## src/rtl/mem_line_arb.sv

```systemverilog
// mem_line_arb: two-requester round-robin arbiter that moves whole cache-style
// lines (L = 2**LINE_ADDR_LEN words of 32 bits) to and from a single-port word
// memory with a one-cycle registered read path.
//
// Handshake: rqN_req is a level request sampled only while the block is idle.
// The granted requester's we/addr/wdata are latched at the grant edge. rqN_done
// is a one-cycle acknowledge, and the requester must drop rqN_req by the edge
// that ends its done cycle. A request still high after done is a new request.
module mem_line_arb #(
    parameter int ADDR_LEN      = 11,
    parameter int LINE_ADDR_LEN = 3,
    localparam int L            = 1 << LINE_ADDR_LEN,
    localparam int LW           = ADDR_LEN - LINE_ADDR_LEN
) (
    input  logic                clk,
    input  logic                rst,

    input  logic                rq0_req,
    input  logic                rq0_we,
    input  logic [LW-1:0]       rq0_addr,
    input  logic [32*L-1:0]     rq0_wdata,
    output logic [32*L-1:0]     rq0_rdata,
    output logic                rq0_done,

    input  logic                rq1_req,
    input  logic                rq1_we,
    input  logic [LW-1:0]       rq1_addr,
    input  logic [32*L-1:0]     rq1_wdata,
    output logic [32*L-1:0]     rq1_rdata,
    output logic                rq1_done,

    output logic [ADDR_LEN-1:0] mem_addr,
    output logic                mem_wr_req,
    output logic [31:0]         mem_wr_data,
    input  logic [31:0]         mem_rd_data,

    output logic                busy,
    output logic                grant,
    output logic [1:0]          state_dbg
);

    localparam int CW = LINE_ADDR_LEN + 1;
    localparam logic [CW-1:0]            CNT_ONE  = CW'(1);
    localparam logic [CW-1:0]            CNT_LAST = CW'(L - 1);
    localparam logic [CW-1:0]            CNT_END  = CW'(L);
    localparam logic [LINE_ADDR_LEN-1:0] WORD_ONE = LINE_ADDR_LEN'(1);

    typedef enum logic [1:0] {
        IDLE  = 2'd0,
        WRITE = 2'd1,
        READ  = 2'd2,
        DONE  = 2'd3
    } state_t;

    state_t state_q, state_d;

    // cnt walks 0..L-1 for writes and 0..L for reads; the extra read step
    // absorbs the one-cycle memory read latency.
    logic [CW-1:0]            cnt_q, cnt_d;
    logic [CW-1:0]            cnt_inc;
    logic [LINE_ADDR_LEN-1:0] next_word;
    logic [LINE_ADDR_LEN-1:0] cap_word;

    logic                     last_q, last_d;
    logic                     grant_q, grant_d;

    logic [LW-1:0]            line_q;
    logic [32*L-1:0]          wdata_q;

    logic [ADDR_LEN-1:0]      mem_addr_q, mem_addr_d;
    logic                     mem_wr_req_q, mem_wr_req_d;
    logic [31:0]              mem_wr_data_q, mem_wr_data_d;

    logic [32*L-1:0]          rq0_rdata_q, rq1_rdata_q;

    logic                     req_any;
    logic                     sel_idx;
    logic                     sel_we;
    logic [LW-1:0]            sel_addr;
    logic [32*L-1:0]          sel_wdata;
    logic                     take;
    logic                     capture;

    assign cnt_inc   = cnt_q + CNT_ONE;
    assign next_word = cnt_inc[LINE_ADDR_LEN-1:0];
    // The word finishing its read latency is the one addressed a cycle ago.
    assign cap_word  = cnt_q[LINE_ADDR_LEN-1:0] - WORD_ONE;
    assign capture   = (state_q == READ) && (cnt_q != '0);

    // Round-robin pick: a lone request wins outright, a tie goes to the
    // requester that was not served last.
    always_comb begin
        req_any = rq0_req | rq1_req;
        if (rq0_req && rq1_req) begin
            sel_idx = ~last_q;
        end else begin
            sel_idx = rq1_req;
        end
        sel_we    = sel_idx ? rq1_we    : rq0_we;
        sel_addr  = sel_idx ? rq1_addr  : rq0_addr;
        sel_wdata = sel_idx ? rq1_wdata : rq0_wdata;
    end

    // Next-state logic; memory-side outputs are precomputed so that the
    // registered values line up with the state/cnt of the same cycle.
    always_comb begin
        state_d       = state_q;
        cnt_d         = cnt_q;
        last_d        = last_q;
        grant_d       = grant_q;
        mem_addr_d    = mem_addr_q;
        mem_wr_req_d  = 1'b0;
        mem_wr_data_d = mem_wr_data_q;
        take          = 1'b0;
        unique case (state_q)
            IDLE: begin
                if (req_any) begin
                    take       = 1'b1;
                    grant_d    = sel_idx;
                    last_d     = sel_idx;
                    cnt_d      = '0;
                    mem_addr_d = {sel_addr, {LINE_ADDR_LEN{1'b0}}};
                    if (sel_we) begin
                        state_d       = WRITE;
                        mem_wr_req_d  = 1'b1;
                        mem_wr_data_d = sel_wdata[31:0];
                    end else begin
                        state_d = READ;
                    end
                end
            end
            WRITE: begin
                if (cnt_q == CNT_LAST) begin
                    state_d = DONE;
                end else begin
                    cnt_d         = cnt_inc;
                    mem_addr_d    = {line_q, next_word};
                    mem_wr_req_d  = 1'b1;
                    mem_wr_data_d = wdata_q[32*int'(next_word) +: 32];
                end
            end
            READ: begin
                if (cnt_q == CNT_END) begin
                    state_d = DONE;
                end else begin
                    cnt_d = cnt_inc;
                    // Past the last word the address simply holds.
                    if (cnt_q < CNT_LAST) begin
                        mem_addr_d = {line_q, next_word};
                    end
                end
            end
            DONE: begin
                state_d = IDLE;
            end
            default: begin
                state_d = IDLE;
            end
        endcase
    end

    // Control and memory-port registers.
    always_ff @(posedge clk or posedge rst) begin
        if (rst) begin
            state_q       <= IDLE;
            cnt_q         <= '0;
            last_q        <= 1'b1;
            grant_q       <= 1'b0;
            mem_addr_q    <= '0;
            mem_wr_req_q  <= 1'b0;
            mem_wr_data_q <= '0;
        end else begin
            state_q       <= state_d;
            cnt_q         <= cnt_d;
            last_q        <= last_d;
            grant_q       <= grant_d;
            mem_addr_q    <= mem_addr_d;
            mem_wr_req_q  <= mem_wr_req_d;
            mem_wr_data_q <= mem_wr_data_d;
        end
    end

    // Latch the granted requester's line address and write data at grant.
    always_ff @(posedge clk or posedge rst) begin
        if (rst) begin
            line_q  <= '0;
            wdata_q <= '0;
        end else if (take) begin
            line_q  <= sel_addr;
            wdata_q <= sel_wdata;
        end
    end

    // Read-line buffers: only the granted requester's buffer changes, one
    // word per cycle as read data arrives.
    always_ff @(posedge clk or posedge rst) begin
        if (rst) begin
            rq0_rdata_q <= '0;
            rq1_rdata_q <= '0;
        end else if (capture) begin
            if (grant_q) begin
                rq1_rdata_q[32*int'(cap_word) +: 32] <= mem_rd_data;
            end else begin
                rq0_rdata_q[32*int'(cap_word) +: 32] <= mem_rd_data;
            end
        end
    end

    assign rq0_rdata   = rq0_rdata_q;
    assign rq1_rdata   = rq1_rdata_q;
    assign rq0_done    = (state_q == DONE) && !grant_q;
    assign rq1_done    = (state_q == DONE) && grant_q;
    assign mem_addr    = mem_addr_q;
    assign mem_wr_req  = mem_wr_req_q;
    assign mem_wr_data = mem_wr_data_q;
    assign busy        = (state_q != IDLE);
    assign grant       = grant_q;
    assign state_dbg   = state_q;

endmodule
```

## config.mk

```make
export PLATFORM = sky130hd
export DESIGN_NAME = mem_line_arb
export DESIGN_NICKNAME = d
export VERILOG_FILES = /design/src/rtl/mem_line_arb.sv
export SDC_FILE = /design/constraint.sdc
export NUM_CORES = 2
export LEC_CHECK = 0
export BUFFER_PORTS_ARGS = -buffer_cell sky130_fd_sc_hd__buf_2
export CAP_MARGIN = 10
export CORE_AREA = 2 2 440 442
export CTS_CLUSTER_SIZE = 8
export DETAILED_ROUTE_END_ITERATION = 8
export DIE_AREA = 0 0 442 444
export HOLD_SLACK_MARGIN = 0.12
export SETUP_SLACK_MARGIN = 0.15
export SKIP_LAST_GASP = 1
export SYNTH_ARGS = -nofsm -noshare
export SYNTH_HDL_FRONTEND = slang
export SYNTH_SLANG_ARGS = --single-unit
```

## constraint.sdc

```tcl
create_clock -name clk -period 29.6 [get_ports clk]
set_input_delay 1.48 -clock clk [delete_from_list [all_inputs] [get_ports clk]]
set_output_delay 1.48 -clock clk [all_outputs]
set_load 0.03 [all_outputs]
```

==> impl_metrics.yaml <==
outcome:
  run_status: "complete, no violations"
sta:
  worst_clock_skew_ns: 0.06033
  grt_setup_unrepaired: "false"
  timing.final.max_slew_violations: 0
  timing.fmax_mhz: 206.1
  slew_headroom_pct: 24.84
  fin_tns_setup_ns: 0
  timing_hold_violations_final: 0
  finalSetupViolCount: 0
  worstMarginPinSlew_ns: 1.127
  min_period_over_period_pct: 16.40
  post-route-min-period_ns: 4.853
logic_synthesis:
  synth_largest_area_cell: "dfrtp_1"
  synth_async_sr_flop_share_pct: 100.0
  synth_area_per_cell_um2: 12.37
  netlist-cell-type-count: 39
  synth_top_area_share_pct: 56.44
  cell_count_after_synthesis: 2964
  synth.yosys.seq_area_share_pct: 56.51
  postSynthRegisterBits: 828
  postSynth.topFlopCell: "dfrtp_1"
  synthesis.area_um2: 36670
  synth_area_leaders: "dfrtp_1 56%, mux2_2 16%, mux2i_1 11%"
  syn_nets: 3542
  synth.yosys.warnings: 0
  synth-edff-count: 0
setup_path:
  critical-path-max-stage-delay_ns: 0.93
  slowest_stage: "buf_4"
  startpoint_type: "primary input"
  cp_cell_sequence: "buf_2, a21boi_4, buf_12, buf_4, buf_4, mux2i_1, or4_1, o211ai_1"
  critPathCaptureType: "register"
  cp_common_cell: "buf_4"
  critical_path_required_ns: 30.26
  arrival_ns: 5.51
  crit_type: "primary input to register"
  critPathMaxFanout: 123
floorplan:
  placeableCoreArea_um2: 191600
  initial_core_util_pct: 19.14
  fp.dieH_um: 444
  dieWidth_um: 442
  fp-row-count: 161
  num_io_pins: 1128
  die_area_um2: 196200
cts:
  clkLatencyLatePin_ns: 0.77
  clock_sinks: 828
  tritoncts: "done"
  tritoncts.num_buffers: 117
  cts_post_setup_buffers_inserted: 0
  clk_transition_reported_paths_ns: 0.05
  clk_path_buf_depth: 3
  cts_hold_buffers: 0
  clockRootBuffer: "clkbuf_16"
  cts_htree_levels: 3
  cts-resized-gates: 0
cells_and_area:
  finalNetCount: 4623
  filler_cell_count: 20170
  layout.cell_area.non_filler_um2: 48500
  layoutNonFillerInstCount: 6617
  area_delta_synth_final_pct: 32.28
  layout-drive-gt1-share_pct: 45.76
pwr:
  sequentialPowerShare_pct: 34.1
  switching_power_w: 0.002172
  switching_share_pct: 43.01
  power_per_cell_area_nw_per_um2: 104.1
  p_comb_share_pct: 41.1
  vdd_drop_max_uv: 69.17
  p_int_w: 0.002878
  clock_power_share_pct: 24.9
  p_leak_nw: 24.64
job:
  drv_cap: 0
detailed_routing:
  routed_wire_length_per_instance_um: 23.98
  detailed_route_via_count: 28337
  drtPass1Iterations: 5
  drc_violation_count_after_routing: 0
  wirelength_um: 158700
  initialDrtViolationCount: 1860
  via_per_inst: 4.282
  detail-route-antenna-nets: 0
placement:
  placedCellCount: 6452
  postPlaceCellArea_um2: 45140
  globalplace.congestion: 0.9172
  place_hpwl_um: 120500
  port-buffer-count: 1127
worst_hold_path:
  min-delay-path-class: "register to register"
global_routing:
  grt-ovfl-total: 0
  grt_max_degree: 202
  first_global_vias: 28895
  grt_pass1_wl_um: 219800
  gr-usage-all-layers_pct: 15.64
  initial_antenna_violation_count: 27
[path summary, 6_finish.rpt]
path,from,end,slack [ns],cells after the start
worst max-delay path,rq1_req,mem_wr_data[3],24.75,8
min in group asynchronous,rst,line_q[1],0.79,2
worst min register to register,wdata_q[143],wdata_q[143],0.47,2
max in group asynchronous,rst,rq1_rdata[46],25.42,5
worst max register to register,cnt_q[0],rq1_rdata[251],25.20,8
worst min-delay path,wdata_q[143],wdata_q[143],0.47,2
[sequential cells by signal, summed over array words and instances, names as in the netlist, 2 cells and up]
name,cells
cnt_q,4
line_q,8
mem_addr,11
mem_wr_data,32
rq0_rdata,256
rq1_rdata,256
state_dbg,2
wdata_q,256
[cells by family after synthesis]
family / share of synthesized area [%]
XOR/XNOR: 0.07168
AND/OR/NAND/NOR: 8.176
multiplexers: 26.90
adder cells (fa/ha/maj): 0.4095
flip-flops: 56.51
buffers and inverters: 2.798
AO/OA/AOI/OAI: 5.126
[cell usage in the layout, fill, tap and decap left out, types with 3 or more instances in the layout]
| master | n |
|---|---|
| a21oi_1 | 5 |
| a31oi_1 | 3 |
| and2_1 | 66 |
| and3_1 | 33 |
| and3_2 | 3 |
| buf_12 | 4 |
| buf_2 | 1127 |
| buf_4 | 56 |
| clkbuf_1 | 19 |
| clkbuf_16 | 117 |
| clkbuf_8 | 3 |
| clkinv_16 | 6 |
| clkinv_2 | 3 |
| dfrtp_1 | 826 |
| diode_2 | 13 |
| ha_1 | 10 |
| inv_1 | 8 |
| mux2_1 | 9 |
| mux2_2 | 514 |
| mux2i_1 | 395 |
| nand2_1 | 275 |
| nand3_1 | 131 |
| nand3_2 | 9 |
| nand4_1 | 34 |
| nor2_1 | 7 |
| nor2b_1 | 4 |
| o211ai_1 | 33 |
| o21ai_0 | 311 |
| or4_1 | 32 |
[cells in the mapped netlist, types with 33 or more instances]
master	number
clkbuf_1	119
o211ai_1	33
dfrtp_1	827
buf_2	82
nand3_1	141
and3_1	36
mux2i_1	396
o21ai_0	311
and2_1	66
nand4_1	34
mux2_2	514
nand2_1	275
[final cells by class]
| type | count | area, um^2 | area share [%] |
|---|---|---|---|
| antenna | 13 | 32.53 | 0.06707 |
| clock buffer | 139 | 3040 | 6.269 |
| clock inverter | 13 | 285.3 | 0.5882 |
| inverter | 10 | 46.29 | 0.09545 |
| multi-input combinational | 1901 | 15070 | 31.07 |
| sequential | 828 | 20720 | 42.73 |
| tap | 2526 | 3161 | 6.517 |
| timing repair buffer | 1187 | 6141 | 12.66 |
[metrics by stage]
| step | power (W) | setup slack [ns] | hold slack [ns] | util (%) |
|---|---|---|---|---|
| after floorplan | 0.002975 | 4.862 | 0.4492 | - |
| after global placement | 0.003830 | 24.21 | 0.4605 | 23.56 |
| after global routing | 0.005346 | 24.71 | 0.4936 | 25.31 |
| after detailed placement | 0.003868 | 24.10 | 0.4693 | 23.56 |
| final | 0.005050 | 24.75 | 0.4746 | 25.32 |
| after CTS | 0.005152 | 24.96 | 0.4801 | 25.30 |
[power groups by stage]
stage / sequential (W) / combinational, W / clock (W)
2_1_floorplan: 0.00201 / 0.000963 / 0
3_3_place_gp: 0.00172 / 0.00211 / 0
3_5_place_dp: 0.00174 / 0.00213 / 0
4_1_cts: 0.00172 / 0.00214 / 0.00129
5_1_grt: 0.00176 / 0.00225 / 0.00134
6_report: 0.00172 / 0.00207 / 0.00126
[per-layer routing]
layer	wire length [um]	share of wire, %	global-route usage (%)	vias to the layer above
li1	-	-	-	12682
met5	129	0.081	0	-
met4	7176	4.5	7.320	20
met2	84610	53	28.94	979
met1	58570	37	16.93	14406
met3	8193	5.2	3.276	250
[critical path: cells and delay by family]
kind | cells | cell delay (ns)
AOI/OAI and AO/OA | 2 | 0.41
muxes | 1 | 0.23
buffers and inverters | 4 | 2.37
and+or+nand+nor | 1 | 0.57
Note: power is estimated with default switching activity, not from simulation.
